$ cat src/rtl/cache_arb_pkg.sv
// Shared types and line/beat helpers for the cache bus arbiter.
package cache_arb_pkg;

  localparam int unsigned LINE_W = 128;
  localparam int unsigned BEAT_W = 32;
  localparam int unsigned BEATS  = LINE_W / BEAT_W;

  typedef enum logic [2:0] {
    IDLE,
    RD_ADDR,
    RD_DATA,
    WR_ADDR,
    WR_DATA,
    WR_RESP
  } arb_state_e;

  typedef enum logic [1:0] {
    SRC_NONE,
    SRC_ICACHE,
    SRC_DCACHE
  } src_e;

  function automatic logic [LINE_W-1:0] insert_beat(input logic [LINE_W-1:0] line,
                                                    input logic [1:0]        idx,
                                                    input logic [BEAT_W-1:0] beat);
    logic [LINE_W-1:0] r;
    r = line;
    for (int unsigned i = 0; i < BEATS; i++) begin
      if (idx == i[1:0]) r[i*BEAT_W +: BEAT_W] = beat;
    end
    return r;
  endfunction

  function automatic logic [BEAT_W-1:0] select_beat(input logic [LINE_W-1:0] line,
                                                    input logic [1:0]        idx);
    logic [BEAT_W-1:0] r;
    r = '0;
    for (int unsigned i = 0; i < BEATS; i++) begin
      if (idx == i[1:0]) r = line[i*BEAT_W +: BEAT_W];
    end
    return r;
  endfunction

endpackage

$ cat src/rtl/arb_line_packer.sv
// Beat counter plus line buffer: assembles read beats into a line and
// serializes a write-back line into beats, lowest word first.
module arb_line_packer
  import cache_arb_pkg::*;
(
  input  logic              clk,
  input  logic              rst,
  input  logic              clear_i,
  input  logic              load_i,
  input  logic [LINE_W-1:0] load_line_i,
  input  logic              beat_i,
  input  logic [BEAT_W-1:0] beat_data_i,
  input  logic              adv_i,
  input  logic [1:0]        len_i,
  output logic [LINE_W-1:0] line_merged_o,
  output logic [BEAT_W-1:0] wr_beat_o,
  output logic              at_len_o
);

  logic [1:0]        cnt_q, cnt_d;
  logic [LINE_W-1:0] line_q, line_d;

  assign at_len_o      = (cnt_q == len_i);
  assign line_merged_o = insert_beat(line_q, cnt_q, beat_data_i);
  assign wr_beat_o     = select_beat(line_q, cnt_q);

  // Counter saturates at len so stray beats before 'last' cannot wrap.
  always_comb begin
    cnt_d  = cnt_q;
    line_d = line_q;
    if (clear_i) begin
      cnt_d  = '0;
      line_d = '0;
    end else if (load_i) begin
      cnt_d  = '0;
      line_d = load_line_i;
    end else begin
      if (beat_i) line_d = line_merged_o;
      if ((beat_i || adv_i) && !at_len_o) cnt_d = cnt_q + 2'd1;
    end
  end

  always_ff @(posedge clk) begin
    if (rst) begin
      cnt_q  <= '0;
      line_q <= '0;
    end else begin
      cnt_q  <= cnt_d;
      line_q <= line_d;
    end
  end

endmodule

$ cat src/rtl/cache_bus_arbiter.sv
// Arbitrates ICache/DCache refills and DCache write-backs onto one memory port.
// Define ARB_RR_EN for round-robin read arbitration (fixed priority otherwise).
module cache_bus_arbiter
  import cache_arb_pkg::*;
(
  input  logic                clk,
  input  logic                rst,
  input  logic                irq_req_i,
  input  logic [31:0]         icache_rd_addr_i,
  input  logic [7:0]          icache_rd_len_i,
  output logic                icache_ret_valid_o,
  output logic [LINE_W-1:0]   icache_ret_data_o,
  input  logic                dcache_rd_req_i,
  input  logic [31:0]         dcache_rd_addr_i,
  input  logic [7:0]          dcache_rd_len_i,
  output logic                dcache_ret_valid_o,
  output logic [LINE_W-1:0]   dcache_ret_data_o,
  input  logic                dcache_wr_req_i,
  input  logic [31:0]         dcache_wr_addr_i,
  input  logic [LINE_W-1:0]   dcache_wr_data_i,
  input  logic [7:0]          dcache_wr_len_i,
  output logic                dcache_wr_rdy_o,
  output logic                mem_rd_req_o,
  output logic [31:0]         mem_rd_addr_o,
  output logic [7:0]          mem_rd_len_o,
  input  logic                mem_rd_rdy_i,
  input  logic                mem_ret_valid_i,
  input  logic                mem_ret_last_i,
  input  logic [BEAT_W-1:0]   mem_ret_data_i,
  output logic                mem_wr_req_o,
  output logic [31:0]         mem_wr_addr_o,
  output logic [7:0]          mem_wr_len_o,
  input  logic                mem_wr_rdy_i,
  output logic                mem_wdata_valid_o,
  output logic [BEAT_W-1:0]   mem_wdata_o,
  output logic                mem_wdata_last_o,
  input  logic                mem_wdata_rdy_i,
  input  logic                mem_wr_done_i
);

  arb_state_e        state_q, state_d;
  src_e              src_q, src_d;
  logic [31:0]       addr_q, addr_d;
  logic [7:0]        len_q, len_d;
  logic              ic_valid_q, ic_valid_d, dc_valid_q, dc_valid_d;
  logic [LINE_W-1:0] ic_line_q, ic_line_d, dc_line_q, dc_line_d;

  logic              pk_clear, pk_load, pk_beat, pk_adv, pk_at_len;
  logic [LINE_W-1:0] pk_merged;
  logic [BEAT_W-1:0] pk_wr_beat;
  logic              pick_ic, pick_dc, ret_pending, rd_grant;

  // Requesters hold their request through the return pulse, so reads are not
  // granted in that cycle to avoid serving the same request twice.
  assign ret_pending = ic_valid_q || dc_valid_q;

`ifdef ARB_RR_EN
  src_e last_rd_q, last_rd_d;
  assign pick_ic = irq_req_i && (!dcache_rd_req_i || last_rd_q == SRC_DCACHE);

  always_comb begin
    last_rd_d = last_rd_q;
    if (rd_grant) last_rd_d = pick_ic ? SRC_ICACHE : SRC_DCACHE;
  end

  always_ff @(posedge clk) begin
    if (rst) last_rd_q <= SRC_ICACHE;
    else     last_rd_q <= last_rd_d;
  end
`else
  assign pick_ic = irq_req_i && !dcache_rd_req_i;
`endif

  assign pick_dc  = dcache_rd_req_i && !pick_ic;
  assign rd_grant = (state_q == IDLE) && !dcache_wr_req_i && !ret_pending && (pick_ic || pick_dc);

  always_comb begin
    state_d    = state_q;
    src_d      = src_q;
    addr_d     = addr_q;
    len_d      = len_q;
    ic_valid_d = 1'b0;
    dc_valid_d = 1'b0;
    ic_line_d  = ic_line_q;
    dc_line_d  = dc_line_q;
    pk_clear   = 1'b0;
    pk_load    = 1'b0;
    pk_beat    = 1'b0;
    pk_adv     = 1'b0;
    unique case (state_q)
      IDLE: begin
        if (dcache_wr_req_i) begin
          pk_load = 1'b1;
          src_d   = SRC_DCACHE;
          addr_d  = dcache_wr_addr_i;
          len_d   = dcache_wr_len_i;
          state_d = WR_ADDR;
        end else if (rd_grant) begin
          pk_clear = 1'b1;
          state_d  = RD_ADDR;
          if (pick_dc) begin
            src_d  = SRC_DCACHE;
            addr_d = dcache_rd_addr_i;
            len_d  = dcache_rd_len_i;
          end else begin
            src_d  = SRC_ICACHE;
            addr_d = icache_rd_addr_i;
            len_d  = icache_rd_len_i;
          end
        end else begin
          src_d = SRC_NONE;
        end
      end
      RD_ADDR: if (mem_rd_rdy_i) state_d = RD_DATA;
      RD_DATA: begin
        if (mem_ret_valid_i) begin
          if (mem_ret_last_i) begin
            state_d = IDLE;
            if (src_q == SRC_ICACHE) begin
              ic_valid_d = 1'b1;
              ic_line_d  = pk_merged;
            end else begin
              dc_valid_d = 1'b1;
              dc_line_d  = pk_merged;
            end
          end else begin
            pk_beat = 1'b1;
          end
        end
      end
      WR_ADDR: if (mem_wr_rdy_i) state_d = WR_DATA;
      WR_DATA: begin
        if (mem_wdata_rdy_i) begin
          if (pk_at_len) state_d = WR_RESP;
          else           pk_adv  = 1'b1;
        end
      end
      WR_RESP: if (mem_wr_done_i) state_d = IDLE;
      default: state_d = IDLE;
    endcase
  end

  always_ff @(posedge clk) begin
    if (rst) begin
      state_q    <= IDLE;
      src_q      <= SRC_NONE;
      addr_q     <= '0;
      len_q      <= '0;
      ic_valid_q <= 1'b0;
      dc_valid_q <= 1'b0;
      ic_line_q  <= '0;
      dc_line_q  <= '0;
    end else begin
      state_q    <= state_d;
      src_q      <= src_d;
      addr_q     <= addr_d;
      len_q      <= len_d;
      ic_valid_q <= ic_valid_d;
      dc_valid_q <= dc_valid_d;
      ic_line_q  <= ic_line_d;
      dc_line_q  <= dc_line_d;
    end
  end

  arb_line_packer u_packer (
    .clk          (clk),
    .rst          (rst),
    .clear_i      (pk_clear),
    .load_i       (pk_load),
    .load_line_i  (dcache_wr_data_i),
    .beat_i       (pk_beat),
    .beat_data_i  (mem_ret_data_i),
    .adv_i        (pk_adv),
    .len_i        (len_q[1:0]),
    .line_merged_o(pk_merged),
    .wr_beat_o    (pk_wr_beat),
    .at_len_o     (pk_at_len)
  );

  assign dcache_wr_rdy_o    = (state_q == IDLE) && !rst;
  assign mem_rd_req_o       = (state_q == RD_ADDR) && !rst;
  assign mem_wr_req_o       = (state_q == WR_ADDR) && !rst;
  assign mem_wdata_valid_o  = (state_q == WR_DATA) && !rst;
  assign mem_wdata_last_o   = mem_wdata_valid_o && pk_at_len;
  assign mem_wdata_o        = mem_wdata_valid_o ? pk_wr_beat : '0;
  assign mem_rd_addr_o      = rst ? '0 : addr_q;
  assign mem_rd_len_o       = rst ? '0 : len_q;
  assign mem_wr_addr_o      = rst ? '0 : addr_q;
  assign mem_wr_len_o       = rst ? '0 : len_q;
  assign icache_ret_valid_o = ic_valid_q && !rst;
  assign dcache_ret_valid_o = dc_valid_q && !rst;
  assign icache_ret_data_o  = rst ? '0 : ic_line_q;
  assign dcache_ret_data_o  = rst ? '0 : dc_line_q;

endmodule

$ cat config.mk
export PLATFORM = sky130hd
export DESIGN_NAME = cache_bus_arbiter
export DESIGN_NICKNAME = d
export VERILOG_FILES = /design/src/rtl/cache_arb_pkg.sv /design/src/rtl/arb_line_packer.sv /design/src/rtl/cache_bus_arbiter.sv
export SDC_FILE = /design/constraint.sdc
export NUM_CORES = 1
export LEC_CHECK = 0
export CAP_MARGIN = 0
export CELL_PAD_IN_SITES_DETAIL_PLACEMENT = 0
export CELL_PAD_IN_SITES_GLOBAL_PLACEMENT = 1
export CORE_AREA = 4 4 256 258
export CTS_CLUSTER_SIZE = 25
export DETAILED_ROUTE_END_ITERATION = 16
export DIE_AREA = 0 0 260 262
export GPL_TIMING_DRIVEN = 0
export HOLD_SLACK_MARGIN = 0.15
export PLACE_DENSITY = 0.83
export SYNTH_ARGS = -nofsm -noshare
export SYNTH_HDL_FRONTEND = slang
export SYNTH_SLANG_ARGS = --single-unit
$ cat constraint.sdc
create_clock -name clk -period 3.59 [get_ports clk]
set_input_delay 0.718 -clock clk [delete_from_list [all_inputs] [get_ports clk]]
set_output_delay 0.718 -clock clk [all_outputs]
set_load 0.01 [all_outputs]
Word level (Yosys, flattened, before mapping)
Cells that the tools add are included.
{"block": "word_totals", "inputBits": 291, "out_inout_bits": 375, "word_cells": 113, "reg_bits": 433}
{"block": "classes", "muxes": 47, "n_reduce_logical": 33, "bitwise_logic": 4, "eq_ne": 18, "add_sub_neg": 1}
{"cell": "$mux W128", "count": 4}
{"cell": "$mux W32", "count": 13}
{"cell": "$mux W8", "count": 4}
{"cell": "$mux W3", "count": 9}
{"cell": "$pmux W3 S6", "count": 1}
{"cell": "$ne A2 B2 Y1 const B", "count": 7}
{"cell": "$logic_and A1 B1 Y1", "count": 13}
{"cell": "$mux W1", "count": 13}
{"cell": "$reduce_and A4 Y1", "count": 2}
{"cell": "$reduce_and A8 Y1", "count": 1}
{"cell": "$eq A3 B2 Y1 const B", "count": 2}
{"cell": "$eq A3 B3 Y1 const B", "count": 2}
{"cell": "$logic_not A1 Y1", "count": 6}
{"cell": "$mux W2", "count": 3}
{"cell": "$eq A2 B1 Y1 const B", "count": 2}
{"cell": "$eq A2 B2 Y1 const B", "count": 2}
{"cell": "$not A1 Y1", "count": 4}
{"cell": "$reduce_bool A2 Y1", "count": 2}
{"cell": "$reduce_or A4 Y1", "count": 1}
{"cell": "$eq A3 B1 Y1 const B", "count": 1}
{"cell": "$logic_not A3 Y1", "count": 1}
{"cell": "$logic_or A1 B1 Y1", "count": 3}
{"cell": "$ne A3 B3 Y1 const B", "count": 1}
{"cell": "$reduce_or A3 Y1", "count": 1}
{"cell": "other kinds (5)", "count": 5}

Depth between registers and ports, before layout
{"block": "depth", "depth_word": 10, "mapped_depth": 9, "mapped_depth_nobuf": 6}

Cells and area by module
Synthesis repeated with hierarchy kept, for this count alone.
{"block": "hier_totals", "hier_cells": 2403, "hier_area_um2": 21778.4}
{"mod": "cache_bus_arbiter", "seq_area_each_um2": 6065.8, "area_per_inst_um2": 12812.3, "cells_per_inst": 1312, "n_inst": 1}
{"mod": "arb_line_packer", "seq_area_each_um2": 2602.5, "area_per_inst_um2": 8966.1, "cells_per_inst": 1091, "n_inst": 1}

Worst setup path after synthesis
OpenSTA, ideal clock, no wires.
{"block": "synth_path", "path_kind": "input-to-output", "start": "input rst", "end": "output dcache_wr_rdy_o", "arrival_ns": 1.867, "cell_stages": 5, "path_buffers": 4, "slack_ns": 1.005, "required_time_ns": 2.872, "path_cell_list": "clkbuf_1 -> clkbuf_1 -> clkbuf_1 -> buf_1 -> nor2_1"}
{"block": "synth_between", "elab_chain_cells": 2}
{"item": "start: declaration", "line_no": "cache_bus_arbiter.sv:7", "rtl": "input logic rst,"}
{"item": "$logic_not A1 Y1", "line_no": "cache_bus_arbiter.sv:180", "rtl": "assign dcache_wr_rdy_o = (state_q == IDLE) && !rst;"}
{"item": "$logic_and A1 B1 Y1", "line_no": "cache_bus_arbiter.sv:180"}
{"item": "end: declaration", "line_no": "cache_bus_arbiter.sv:22", "rtl": "output logic dcache_wr_rdy_o,"}
Every way passes these cells.

Worst setup path after layout
{"block": "layout_path", "start": "register u_packer.cnt_q[0]", "end": "output mem_wdata_o[17]"}
{"block": "layout_between", "elab_chain_cells": 6, "elab_cells_between_ends": 9, "classes_between": "3 x eq/ne; 5 x mux; 1 x reduce/logical"}
{"item": "start: declaration", "line_no": "arb_line_packer.sv:20", "rtl": "logic [1:0] cnt_q, cnt_d;"}
{"item": "start signal: assignment", "line_no": "arb_line_packer.sv:48", "rtl": "cnt_q <= cnt_d;"}
{"item": "$logic_not A2 Y1", "line_no": "cache_arb_pkg.sv:39", "rtl": "if (idx == i[1:0]) r = line[i*BEAT_W +: BEAT_W];"}
{"item": "$mux W32 (3 in a row)", "line_no": "cache_arb_pkg.sv:39"}
{"item": "$mux W32 (*)", "line_no": "cache_arb_pkg.sv:39"}
{"item": "$mux W32 (*)", "line_no": "cache_bus_arbiter.sv:185", "rtl": "assign mem_wdata_o = mem_wdata_valid_o ? pk_wr_beat : '0;"}
{"item": "end: declaration", "line_no": "cache_bus_arbiter.sv:35", "rtl": "output logic [BEAT_W-1:0] mem_wdata_o,"}
Every way passes the cells marked *; elsewhere a longest branch is shown, timed or not.

==> flow_summary.yaml <==
run_status:
  status: "finished clean"
timing:
  finalClockSkew_ps: 30.5
  post-route-period-util_pct: 99.1
  relSlewSlack_pct: 10.8
  finalSetupTns_ps: 0
  max_freq_mhz: 281
  min_period_ps: 3560
  tightest_slew_ps: 1340
  whs_ps: 469
  finalSetupViolations: 0
  slew_viol_final: 0
  hold_viol: 0
worst_setup_path:
  arrival_ps: 2840
  crit_fanout: 10
  reg2reg_depth: 8
  cp-start-kind: "flip-flop"
  path_class: "flip-flop to output port"
  worstPathRequired_ps: 2870
  cp-end-kind: "output port"
  r2r-end: "u_packer.line_q[90]"
  rrSetupSlack_ps: 890
  reg2reg_from: "u_packer.cnt_q[0]"
floorplan:
  fp-row-count: 92
  core_area_mm2: 0.0630
  start_util_pct: 34.8
  die_x_um: 260
  die_h_um: 262
  dieArea_mm2: 0.0681
  boundaryPins: 666
placement:
  place_congestion: 0.983
  dp_hpwl_um: 90100
  place.port_buffers: 663
clock_tree:
  cts.hold.buffers_added: 0
  cts_tree: "built"
  clk-insertion-delay-late_ps: 620
  numClockSinks: 433
  clock_path_buffers: 3
  htree_levels: 2
  numCtsBuffers: 49
  clk_pin_slew_ps: 60
  clockRootBuffer: "clkbuf_16"
yosys:
  synth_cells: 2658
  ys_ff_latch: 433
  synthArstFlopShare_pct: 0
  syn_nets: 2953
  ys_types: 39
  yosys-top-cells-count: "dfxtp_1, nand2_1, nor2b_1, nor2_1, a211oi_1"
  yosysSeqAreaShare_pct: 39.6
  synth_top_area_cell: "dfxtp_1"
  ys_warn_count: 0
  synth.avg_cell_area_um2: 8.24
  synth_area_mm2: 0.0219
  synth_edf_count: 0
  synth_top_area_share_pct: 39.6
  synthTopCellsByArea: "dfxtp_1, mux2i_1, a211oi_1"
  yosysMostFrequentCell: "dfxtp_1"
  synth-main-ff-cell: "dfxtp_1"
final_layout:
  final.fill_count: 6271
  multiInputGateArea_mm2: 0.0118
  syn_to_final_growth_pct: 43.8
  nNetsFinal: 3666
  drive_above_1_share_pct: 10.5
  seqCellArea_mm2: 0.00867
route:
  dr.first_iter.drc_count: 2174
  dr.pass1.iters: 6
  drc: 0
  vias: 23100
  wl_um: 113000
  wl_per_cell_um: 26.4
  detail-route-antenna-nets: 0
  vias_per_cell: 5.41
global_routing:
  antenna_found_initial: 22
  grt_pass1_vias: 22700
  gr-total-overflow: 0
  track_usage_pct: 31.3
  grt_pass1_wl_um: 156000
  grt_start_max_net_pins: 20
min_path:
  hold_end: "addr_q[25]"
  min_path_cells: 2
  min_from: "addr_q[25]"
  holdCritPathClass: "flip-flop to flip-flop"
job:
  maxCapViolCount: 0
power_and_ir_drop:
  powerDensity_mw_per_mm2: 452
  leakagePower_uw: 0.0111
  vdd_drop_max_uv: 393
==> power by group <==
part           switching, uW  total, uW  internal, uW  leakage, uW
Sequential               240       5380          5140      0.00351
Clock                   2210       5470          3260     0.000863
Combinational           2050       3380          1330      0.00669
==> layout by cell type (no fill, tap or decap), drive strengths merged, types with 2 or more instances in the layout <==
cell and instances:
clkinv 13, clkbuf 220, bufinv 7, a211oi 258, nor3 9, xnor2 3
buf 163, o2111ai 40, clkdlybuf4s15 3, a211o 2, inv 6, nor4 3
a21oi 173, nand2 366, dlygate4sd2 19, nand3 33, nor2 265, clkdlybuf4s50 631
o31a 2, nor2b 301, nand2b 6, ha 4, diode 8, o211ai 128
dfxtp 433, a221oi 2, o21ai 104, mux2i 203, nand3b 3
==> per-stage QoR <==
step,total power [uW],cell area (um2),cells,utilization [%],setup WS (ps)
CTS,14200,31500,4256,50.0,-190
detailed placement,8780,29600,4167,47.0,-735
global placement,8750,29600,4167,47.0,-753
global route,14700,31500,4260,50.0,-3.88
finish,14200,31500,4264,50.0,30.7
floorplan,7240,21900,2658,-,1000
==> how the worst max path moves through the flow <==
| stage | slack, ps | depth (start not counted) | from | end |
|---|---|---|---|---|
| global route | -4 | 9 | u_packer.cnt_q[0] | mem_wdata_o[20] |
| CTS | -190 | 9 | u_packer.cnt_q[0] | mem_wdata_o[13] |
| finish | 30 | 9 | u_packer.cnt_q[0] | mem_wdata_o[17] |
| floorplan | 1000 | 5 | rst | dcache_wr_rdy_o |
| global placement | -750 | 6 | rst | dcache_wr_rdy_o |
| detailed placement | -730 | 6 | rst | dcache_wr_rdy_o |
==> registers in the layout, summed over array words and instances, names as in the netlist <==
signal,flops
addr_q,32
dc_line_q,128
dc_valid_q,1
ic_line_q,128
ic_valid_q,1
len_q,8
src_q,2
state_q,3
u_packer.cnt_q,2
u_packer.line_q,128
==> per-layer routing <==
layer,track usage [%],vias to the layer above,share of wire (%)
met2,53.4,1112,48
li1,-,10700,-
met4,13.2,24,4.4
met5,0,-,0.13
met3,7.29,242,8.6
met1,37.9,11000,39
==> critical path, cell delays in order, from the launching register on <==
cell           delay (ps)
dfxtp_2               420
ha_1                  220
clkbuf_4              200
buf_6                 170
clkbuf_4              200
nand2_1                70
o21ai_1               170
mux2i_1               160
o21ai_2               300
dlygate4sd2_1         320
==> area by class of cell <==
cell class,count,share of cell area (%)
clock buffers,68,4.47
diodes,8,0.0636
well taps,846,3.36
repair buffers,664,20.9
multi-input cells,1913,37.6
inverters,5,0.0596
plain buffers,305,4.98
flip-flops and latches,433,27.5
clock inverters,22,1.08
==> cell families after synthesis <==
kind of cell               share of synthesized area (%)
adders and majority gates                          0.229
buffers and inverters                               7.00
muxes                                               9.28
DFF                                                 39.6
AOI/OAI and AO/OA                                   22.8
xor gates and xnor gates                           0.120
and+or+nand+nor                                     21.0
==> what timing repair did <==
item	4_1_cts	5_1_grt
endpoints found under the setup margin	185	30
endpoints found under the hold margin	0	0
pin swaps	21	9
resized for setup	136	35
buffers inserted	1	0
No activity file was read; power rests on OpenSTA's default activity.
